File: config.mk
export PLATFORM = sky130hd
export DESIGN_NAME = stopwatch_lap
export DESIGN_NICKNAME = d
export VERILOG_FILES = /design/src/rtl/stopwatch_pkg.sv /design/src/rtl/tick_gen.sv /design/src/rtl/stopwatch_lap.sv
export SDC_FILE = /design/constraint.sdc
export NUM_CORES = 1
export LEC_CHECK = 0
export CAP_MARGIN = 20
export CORE_ASPECT_RATIO = 0.7
export CORE_MARGIN = 10
export CORE_UTILIZATION = 50
export DETAILED_ROUTE_END_ITERATION = 10
export PLACE_DENSITY = 0.74
export SYNTH_ARGS = -nofsm -noshare
export SYNTH_HDL_FRONTEND = slang
export SYNTH_HIERARCHICAL = 1
export SYNTH_SLANG_ARGS = --single-unit
export TNS_END_PERCENT = 50
File: constraint.sdc
create_clock -name clk -period 7.9 [get_ports clk]
set_clock_uncertainty 0.15 [all_clocks]
set_input_delay 1.58 -clock clk [delete_from_list [all_inputs] [get_ports clk]]
set_output_delay 1.58 -clock clk [all_outputs]
set_load 0.02 [all_outputs]
File: src/rtl/stopwatch_pkg.sv
// Shared types, ASCII constants and BCD helpers for the lap stopwatch.
package stopwatch_pkg;

    typedef enum logic [1:0] {
        ST_IDLE  = 2'd0,
        ST_RUN   = 2'd1,
        ST_PAUSE = 2'd2
    } sw_state_e;

    localparam logic [7:0] ASCII_SPACE = 8'h20;
    localparam logic [7:0] ASCII_COLON = 8'h3A;
    localparam logic [7:0] ASCII_DASH  = 8'h2D;
    localparam logic [7:0] ASCII_ZERO  = 8'h30;

    // mm:ss:cc held as six BCD nibbles, most significant first.
    typedef struct packed {
        logic [3:0] mm_t;
        logic [3:0] mm_u;
        logic [3:0] ss_t;
        logic [3:0] ss_u;
        logic [3:0] cc_t;
        logic [3:0] cc_u;
    } bcd_time_t;

    // Character at position 0..7 of the "mm:ss:cc" rendering of t.
    function automatic logic [7:0] bcd_time_to_char(input bcd_time_t t, input logic [2:0] pos);
        logic [7:0] c;
        case (pos)
            3'd0:    c = ASCII_ZERO + {4'h0, t.mm_t};
            3'd1:    c = ASCII_ZERO + {4'h0, t.mm_u};
            3'd2:    c = ASCII_COLON;
            3'd3:    c = ASCII_ZERO + {4'h0, t.ss_t};
            3'd4:    c = ASCII_ZERO + {4'h0, t.ss_u};
            3'd5:    c = ASCII_COLON;
            3'd6:    c = ASCII_ZERO + {4'h0, t.cc_t};
            default: c = ASCII_ZERO + {4'h0, t.cc_u};
        endcase
        return c;
    endfunction

    // One centisecond step with ripple carry; minutes wrap after max_t/max_u.
    function automatic bcd_time_t bcd_time_inc(input bcd_time_t t, input logic [3:0] max_t,
                                               input logic [3:0] max_u);
        bcd_time_t r;
        r = t;
        if (t.cc_u != 4'd9) begin
            r.cc_u = t.cc_u + 4'd1;
        end else begin
            r.cc_u = 4'd0;
            if (t.cc_t != 4'd9) begin
                r.cc_t = t.cc_t + 4'd1;
            end else begin
                r.cc_t = 4'd0;
                if (t.ss_u != 4'd9) begin
                    r.ss_u = t.ss_u + 4'd1;
                end else begin
                    r.ss_u = 4'd0;
                    if (t.ss_t != 4'd5) begin
                        r.ss_t = t.ss_t + 4'd1;
                    end else begin
                        r.ss_t = 4'd0;
                        if (t.mm_t == max_t && t.mm_u == max_u) begin
                            r.mm_t = 4'd0;
                            r.mm_u = 4'd0;
                        end else if (t.mm_u != 4'd9) begin
                            r.mm_u = t.mm_u + 4'd1;
                        end else begin
                            r.mm_u = 4'd0;
                            r.mm_t = t.mm_t + 4'd1;
                        end
                    end
                end
            end
        end
        return r;
    endfunction

endpackage

File: src/rtl/tick_gen.sv
// Prescaler: counts clock cycles while enabled and pulses tick at terminal count.
module tick_gen #(
    parameter int CLK_HZ  = 50000000,
    parameter int TICK_HZ = 100
) (
    input  logic clk,
    input  logic rst,
    input  logic en_i,
    input  logic clr_i,
    output logic tick_o
);
    localparam int DIV = CLK_HZ / TICK_HZ;
    localparam int W   = (DIV > 1) ? $clog2(DIV) : 1;
    localparam logic [W-1:0] TERM = W'(DIV - 1);

    logic [W-1:0] cnt_q;
    logic [W-1:0] cnt_d;

    // Next count: clear wins, otherwise advance only while enabled (hold when not).
    always_comb begin
        cnt_d = cnt_q;
        if (clr_i) begin
            cnt_d = '0;
        end else if (en_i) begin
            cnt_d = (cnt_q == TERM) ? '0 : cnt_q + 1'b1;
        end
    end

    // Prescaler register.
    always_ff @(posedge clk) begin
        if (rst) cnt_q <= '0;
        else     cnt_q <= cnt_d;
    end

    assign tick_o = en_i && (cnt_q == TERM);

endmodule

File: src/rtl/stopwatch_lap.sv
// Run/pause/clear stopwatch with circular lap buffer and LCD character renderer.
module stopwatch_lap
    import stopwatch_pkg::*;
#(
    parameter int CLK_HZ    = 50000000,
    parameter int TICK_HZ   = 100,
    parameter int LAP_DEPTH = 4,
    parameter int MIN_MAX   = 59,
    localparam int SEL_W    = (LAP_DEPTH > 1) ? $clog2(LAP_DEPTH) : 1,
    localparam int CNT_W    = $clog2(LAP_DEPTH + 1)
) (
    input  logic             clk,
    input  logic             rst,
    input  logic [1:0]       sw_in,
    input  logic [SEL_W-1:0] lap_sel,
    input  logic [4:0]       index,
    output logic [7:0]       out,
    output logic             running,
    output logic [CNT_W-1:0] lap_count
);
    localparam logic [3:0] MAX_T = 4'(MIN_MAX / 10);
    localparam logic [3:0] MAX_U = 4'(MIN_MAX % 10);

    // Handshake-free design: buttons are level inputs, events are one-cycle rising edges.
    sw_state_e        state_q, state_d;
    logic [1:0]       sw_q;
    logic             start_ev, lap_ev, do_lap, do_clear, tick;
    bcd_time_t        time_q, time_d, sel_time;
    bcd_time_t        laps_q [LAP_DEPTH];
    logic [SEL_W-1:0] wr_ptr_q, wr_ptr_d, rd_idx;
    logic [CNT_W-1:0] lap_count_q, lap_count_d;
    logic [31:0]      rd_sum;
    logic             lap_valid;
    logic [2:0]       pos1, pos2;
    logic [7:0]       char_d, out_q;

    // Button history; reset high so a button held through reset must be re-pressed.
    always_ff @(posedge clk) begin
        if (rst) sw_q <= 2'b11;
        else     sw_q <= sw_in;
    end

    assign start_ev = sw_in[0] & ~sw_q[0];
    assign lap_ev   = sw_in[1] & ~sw_q[1];

    // FSM next state; a start event masks a simultaneous lap event.
    always_comb begin
        state_d  = state_q;
        do_lap   = 1'b0;
        do_clear = 1'b0;
        case (state_q)
            ST_IDLE: begin
                if (start_ev) state_d = ST_RUN;
            end
            ST_RUN: begin
                if (start_ev)    state_d = ST_PAUSE;
                else if (lap_ev) do_lap = 1'b1;
            end
            ST_PAUSE: begin
                if (start_ev) begin
                    state_d = ST_RUN;
                end else if (lap_ev) begin
                    do_clear = 1'b1;
                    state_d  = ST_IDLE;
                end
            end
            default: state_d = ST_IDLE;
        endcase
    end

    // FSM state register.
    always_ff @(posedge clk) begin
        if (rst) state_q <= ST_IDLE;
        else     state_q <= state_d;
    end

    tick_gen #(
        .CLK_HZ (CLK_HZ),
        .TICK_HZ(TICK_HZ)
    ) u_tick (
        .clk   (clk),
        .rst   (rst),
        .en_i  (state_q == ST_RUN),
        .clr_i ((state_q == ST_IDLE) || do_clear),
        .tick_o(tick)
    );

    // Time, write pointer and lap count next values.
    always_comb begin
        time_d      = time_q;
        wr_ptr_d    = wr_ptr_q;
        lap_count_d = lap_count_q;
        if (do_clear) begin
            time_d      = '0;
            wr_ptr_d    = '0;
            lap_count_d = '0;
        end else begin
            if (tick) time_d = bcd_time_inc(time_q, MAX_T, MAX_U);
            if (do_lap) begin
                wr_ptr_d = (wr_ptr_q == SEL_W'(LAP_DEPTH - 1)) ? '0 : wr_ptr_q + 1'b1;
                if (lap_count_q != CNT_W'(LAP_DEPTH)) lap_count_d = lap_count_q + 1'b1;
            end
        end
    end

    // Time and lap bookkeeping registers.
    always_ff @(posedge clk) begin
        if (rst) begin
            time_q      <= '0;
            wr_ptr_q    <= '0;
            lap_count_q <= '0;
        end else begin
            time_q      <= time_d;
            wr_ptr_q    <= wr_ptr_d;
            lap_count_q <= lap_count_d;
        end
    end

    // Lap storage captures the pre-tick time; entries are only meaningful below lap_count.
    always_ff @(posedge clk) begin
        if (do_lap) laps_q[wr_ptr_q] <= time_q;
    end

    // Character for the requested LCD index; lap_sel 0 is the most recent capture.
    always_comb begin
        rd_sum    = 32'(wr_ptr_q) + 32'(2 * LAP_DEPTH - 1) - 32'(lap_sel);
        rd_idx    = SEL_W'(rd_sum % 32'(LAP_DEPTH));
        sel_time  = laps_q[rd_idx];
        lap_valid = 32'(lap_sel) < 32'(lap_count_q);
        pos1      = index[2:0] - 3'd6;
        pos2      = index[2:0] - 3'd5;
        char_d    = ASCII_SPACE;
        if (!index[4]) begin
            case (index[3:0])
                4'd0: char_d = 8'h4C;
                4'd1: char_d = 8'h41;
                4'd2: char_d = 8'h50;
                4'd4: char_d = ASCII_ZERO + 8'(lap_sel);
                4'd6, 4'd7, 4'd8, 4'd9, 4'd10, 4'd11, 4'd12, 4'd13: begin
                    if (lap_valid)                     char_d = bcd_time_to_char(sel_time, pos1);
                    else if (pos1 == 3'd2 || pos1 == 3'd5) char_d = ASCII_COLON;
                    else                               char_d = ASCII_DASH;
                end
                default: char_d = ASCII_SPACE;
            endcase
        end else begin
            case (index[3:0])
                4'd0: char_d = 8'h54;
                4'd1: char_d = 8'h49;
                4'd2: char_d = 8'h4D;
                4'd3: char_d = 8'h45;
                4'd5, 4'd6, 4'd7, 4'd8, 4'd9, 4'd10, 4'd11, 4'd12:
                    char_d = bcd_time_to_char(time_q, pos2);
                4'd14: char_d = (state_q == ST_RUN) ? 8'h52 : (state_q == ST_PAUSE) ? 8'h50 : 8'h49;
                4'd15: char_d = (state_q == ST_RUN) ? 8'h4E : (state_q == ST_PAUSE) ? 8'h53 : 8'h44;
                default: char_d = ASCII_SPACE;
            endcase
        end
    end

    // Registered character output, one cycle behind index.
    always_ff @(posedge clk) begin
        if (rst) out_q <= 8'h00;
        else     out_q <= char_d;
    end

    assign out       = out_q;
    assign running   = (state_q == ST_RUN);
    assign lap_count = lap_count_q;

endmodule

Yosys cells after proc, flatten, opt, wreduce, memory -nomap -nowiden
Memories as Yosys holds them, arrays and structs flattened.
Cells that the tools add are included.
{ "totals": {"ff_bits": 60, "latch_bits": 0, "ramBits": 96, "romBits": 0, "in_bits": 11, "output_inout_bits": 12, "elab_cells": 143, "memories": 1} }
{ "memory_table": {"columns": ["name", "depth", "width", "read_ports", "rd_clocked_by_memory_dff", "write_ports", "line_no", "text"], "rows": [
  ["laps_q", 4, 24, 1, 0, 1, "stopwatch_lap.sv:29", "bcd_time_t laps_q [LAP_DEPTH];"]
]} }
{ "op_classes": {"add_sub_neg": 26, "multipliers": 0, "div": 0, "magnitude_cmp": 1, "n_eq_ne": 43, "shifts": 0, "n_mux": 31, "bitwise_logic": 8, "reduce_logical": 21} }
{ "op_table": {"columns": ["op", "count"], "rows": [
  ["$add A6 B4 Y7 const A", 12],
  ["$pmux W7 S6", 2],
  ["$pmux W7 S7", 1],
  ["$pmux W8 S5", 1],
  ["$eq A4 B4 Y1 const B", 9],
  ["$mux W5", 5],
  ["$add A4 B1 Y4 const B", 6],
  ["$mux W4", 6],
  ["$mux W8", 3],
  ["$eq A4 B3 Y1 const B", 5],
  ["$add A19 B1 Y19 const B", 1],
  ["$eq A19 B19 Y1 const B", 1],
  ["$mux W19", 1],
  ["$eq A3 B3 Y1 const B", 6],
  ["$ne A4 B4 Y1 const B", 4],
  ["$reduce_or A8 Y1", 2],
  ["$eq A3 B2 Y1 const B", 4],
  ["$mux W2", 5],
  ["$eq A4 B2 Y1 const B", 2],
  ["$reduce_or A2 Y1", 4],
  ["$add A6 B2 Y7 const A", 1],
  ["$eq A3 B1 Y1 const B", 2],
  ["$logic_not A3 Y1", 2],
  ["$mux W1", 6],
  ["24 further kinds", 39]
]} }

Logic depth before layout (Yosys ltp)
An unclocked memory read counts as a cell.
{ "logic_depth": {"depth_word": 8, "mapped_depth": 13, "mapped_depth_nobuf": 11} }

Hierarchy
Netlist, hierarchy kept.
{ "by_module_without_submodules": {"columns": ["mod", "n_inst", "cells_per_inst", "area_per_inst_um2", "seq_area_each_um2"], "rows": [
  ["stopwatch_lap", 1, 535, 6412.4, 3683.5],
  ["tick_gen", 1, 103, 919.6, 380.4]
]} }

Worst setup path before layout
No wires, ideal clock.
{ "synth_timing": {"path_kind": "input-to-reg", "from": "in index[1]", "to": "reg out_q[3], in the netlist out[3]", "setup_ps": 122, "t_arrival_ps": 4030, "required_time_ps": 7628, "path_slack_ps": 3598, "stages": 13, "n_path_buf": 5, "cell_sequence": "buf_2 -> buf_4 -> buf_2 -> buf_1 -> nor2_1 -> ha_1 -> clkbuf_1 -> mux2_2 -> a21oi_1 -> o311ai_0 -> o211ai_1 -> a21oi_1 -> a221o_1"} }
{ "synth_via": {"elab_chain_len": 7, "word_cells_on_any_way": 42, "classes_between": "add/sub (2); eq/ne (27); mux (6); reduce/logical (7)"} }
{ "synth_rtl": {"columns": ["item", "line_no", "text"], "rows": [
  ["start: declaration", "stopwatch_lap.sv:16", "input logic [4:0] index,"],
  ["$sub A3 B3 Y3", "stopwatch_lap.sv:130", "pos1 = index[2:0] - 3'd6;"],
  ["$eq A3 B2 Y1 / $eq A3 B3 Y1 (equally long branches)", "stopwatch_pkg.sv:28", "case (pos)"],
  ["$reduce_or A2 Y1 (no source line)", null, null],
  ["$pmux W7 S6", "stopwatch_pkg.sv:28", null],
  ["$mux W8", "stopwatch_lap.sv:140", "if (lap_valid) char_d = bcd_time_to_char(sel_time, pos1);"],
  ["$pmux W8 S5", "stopwatch_lap.sv:134", "case (index[3:0])"],
  ["$mux W8 *", "stopwatch_lap.sv:133", "if (!index[4]) begin"],
  ["end signal: assignment", "stopwatch_lap.sv:164", "else out_q <= char_d;"],
  ["end: declaration", "stopwatch_lap.sv:35", "logic [7:0] char_d, out_q;"]
]} }
Mark *: on every way between the ends. The rest lies on a longest branch, timed or not.
A chain may end at the register's enable or synchronous reset.

Final worst setup path
{ "layout_timing": {"from": "in index[1]", "to": "reg out_q[0], in the netlist out[0]"} }
{ "layout_via": {"elab_chain_len": 7, "word_cells_on_any_way": 44, "classes_between": "add/sub (2); eq/ne (27); mux (7); reduce/logical (8)"} }
{ "layout_rtl": {"columns": ["item", "line_no"], "rows": [
  ["$sub A3 B3 Y3", "stopwatch_lap.sv:130"],
  ["$eq A3 B2 Y1 / $eq A3 B3 Y1 (equally long branches)", "stopwatch_pkg.sv:28, stopwatch_lap.sv:141"],
  ["$reduce_or A2 Y1 (no source line) / $logic_or A1 B1 Y1 (equally long branches)", null],
  ["$pmux W7 S6 / $mux W5 (equally long branches)", "stopwatch_pkg.sv:28, stopwatch_lap.sv:141"],
  ["$mux W8", "stopwatch_lap.sv:140"],
  ["$pmux W8 S5", "stopwatch_lap.sv:134"],
  ["$mux W8 *", "stopwatch_lap.sv:133"]
]} }
Marked as above.

==> impl_metrics.tcl <==
set metrics [dict create \
    reg2reg_depth 11 \
    hold_ws_ns 0.350 \
    grt_max_degree 40 \
    cts-buffers-inserted 17 \
    dieArea_um2 20000 \
    critical_path_class "input pin to flop" \
    antenna_cells 0 \
    async_reset_ff_share_pct 0 \
    initial_core_util_pct 51.8 \
    met1_length_mm 8.01 \
    yosys.area.top_type "edfxtp_1" \
    startpoint "index[1]" \
    die_h_um 121 \
    worst-path-stages 10 \
    final_nets 687 \
    startpoint_type "input pin" \
    drt_pass1_iterations 6 \
    synth_top_area_share_pct 39.3 \
    finalSetupTns_ns 0 \
    clk_path_buf_depth 2 \
    gp_congestion 0.932 \
    synth_most_common_cell "edfxtp_1" \
    cp_top_family "simple AND/OR/NAND/NOR gates" \
    cts_resized 0 \
    core_um2 14100 \
    clk_latency_ns 0.43 \
    maxCapViolCount 0 \
    relSlewSlack_pct 30.7 \
    cts_tree "yes" \
    hold_viol_final 0 \
    rrSetupSlack_ns 3.97 \
    ys_seq_area_share_pct 55.4 \
    synth_seq_cells 155 \
    pin_count 23 \
    drcViolationCount 0 \
    max_stage_delay_ns 0.89 \
    clkSlewWorstSetupHoldPaths_ns 0.06 \
    post-dp-hpwl_mm 12.0 \
    yosys-top-cells-area "edfxtp_1 39%, dfxtp_1 16%, nor2_1 3.4%, ha_1 3.2%, a21oi_1 2.3%" \
    reg2reg_to "time_q[23]" \
    p_per_area_nw_per_um2 213 \
    cp_slowest_cell "nor2b_1" \
    num_rows 36 \
    cp_num_buf_inv 3 \
    vias_per_cell 6.19 \
    outcome "completed" \
    rsz0062_at_grt "no" \
    post_cts_buffers 0 \
    cts_hold_buf 0 \
    p_leak_nw 2.78 \
    cp.arrival_ns 5.56 \
    antenna_found_initial 0 \
    grt_overflow 0 \
    cts-root-buf "clkbuf_16" \
    postSynthAreaPerCell_um2 11.5 \
    dr_wl_met3_mm 1.52 \
    drt_wl_total_mm 17.8 \
    peakVddDrop_uv 131 \
    drive_above_1_share_pct 10.0 \
    route.met2.wl_mm 8.01 \
    grt_pass1_wl_mm 28.0 \
    synth_edf_count 96 \
    top_layer "met4" \
    wl_per_cell_um 20.7 \
    tightest_slew_ns 1.04 \
    synth_cells 638 \
    track_usage_pct 18.2 \
    first_global_vias 5071 \
    clock-sinks 155 \
    ys.flop_type "edfxtp_1" \
    drt_iter0_markers 663 \
    min_path_type "flop to flop" \
    setup_viol 0 \
    worstPathRequired_ns 8.08 \
    crit_path_end "out[0]" \
    vias 5321 \
    period_needed_ns 5.38 \
    r2r-start "state_q[1]" \
    synthToLayoutAreaGrowth_pct 12.6 \
    port-buffer-count 21 \
    fin_crit_sh_pct 68.1 \
    synthDistinctLibCells 79 \
    slew_violations 0 \
    h-tree-depth 4 \
    max_freq_ghz 0.186 \
    crit_fanout 39 \
    synth_common_cells "96 x edfxtp_1, 67 x nor2_1, 59 x dfxtp_1" \
    cp-end-kind "flop" \
    chipWidth_um 165 \
    yosys_warnings 6 \
    syn_nets 668 \
    post_synth_instance_area_um2 7330 \
    ant_nets 0 \
    path_cells "clkdlybuf4s50_1, buf_4, clkinv_1, ha_1, nor2b_1, a221oi_1, nor4_1, a211oi_1, a311o_1, o221ai_1" \
]
placed cells by master (no fill, tap or decap), types with 10 or more instances in the layout:
master           count
a21oi_1             33
a221oi_1            16
a22oi_1             10
clkbuf_16           17
clkdlybuf4s50_1     21
dfxtp_1             59
edfxtp_1            96
ha_1                19
inv_1               20
mux2i_1             16
nand2_1             40
nand3_1             13
nor2_1              67
nor2b_1             14
nor3_1              16
o21ai_0             33
xnor2_1             18
xor2_1              11
where the power goes:
group / total, mW / switching [mW] / internal [mW]
logic: 0.120 / 0.0737 / 0.0462
clock network: 0.783 / 0.327 / 0.456
registers: 0.856 / 0.00226 / 0.854
total: 1.76 / 0.403 / 1.36
sequential cells by signal (all words and copies together), names as in the netlist:
signal and flops:
lap_count 3, laps_q 96, out 7, state_q 2
sw_q 2, time_q 24, u_tick/cnt_q 19, wr_ptr_q 2
cell type report:
cell class,instances,area [µm²]
Multi-Input combinational cell,434,3050
Clock inverter,11,108
Tap cell,190,238
Timing Repair Buffer,28,263
Clock buffer,21,460
Inverter,21,78.8
Sequential cell,155,4060
Fill cell,1156,5880
metrics by stage:
| step | power (mW) | setup slack, ns | instance area, µm² | cells | utilization, % |
|---|---|---|---|---|---|
| after floorplan | 0.956 | 3.60 | 7330 | 638 | - |
| after global placement | 0.988 | 2.42 | 7690 | 828 | 54.4 |
| after detailed placement | 0.991 | 2.15 | 7690 | 828 | 54.4 |
| after CTS | 1.77 | 2.56 | 8260 | 860 | 58.4 |
| after global routing | 1.81 | 2.23 | 8260 | 860 | 58.4 |
| final | 1.76 | 2.52 | 8260 | 860 | 58.4 |
cell families after synthesis:
family          count (synthesis)  share of synthesized area [%]
flops                         155                           55.4
xor+xnor                       31                           4.06
other cells                     1                         0.0511
buf+inv                        49                           3.00
mux                            29                           5.92
fa+ha+maj                      20                           3.38
simple gates                  220                           16.1
compound gates                133                           12.0
tightest hold or removal path: cells and delay by family, from the launching register on:
family	cells	cell delay (ns)
flops	1	0.32
compound gates	2	0.13
worst min path at each step:
stage                        to  slack, ns              from  cells after the start
3_3_place_gp   u_tick/cnt_q[17]       0.32  u_tick/cnt_q[17]                      2
3_5_place_dp   u_tick/cnt_q[17]       0.34  u_tick/cnt_q[17]                      2
5_1_grt        u_tick/cnt_q[17]       0.39  u_tick/cnt_q[17]                      2
6_report       u_tick/cnt_q[17]       0.35  u_tick/cnt_q[17]                      2
4_1_cts        u_tick/cnt_q[17]       0.35  u_tick/cnt_q[17]                      2
2_1_floorplan  u_tick/cnt_q[18]       0.30  u_tick/cnt_q[18]                      2
per-layer routing:
layer / track usage, % / vias up
met1: 25.6 / 2608
met5: 0 / -
met2: 27.1 / 239
met4: 6.18 / 0
met3: 4.27 / 27
li1: - / 2447
No activity file was read; power rests on OpenSTA's default activity.
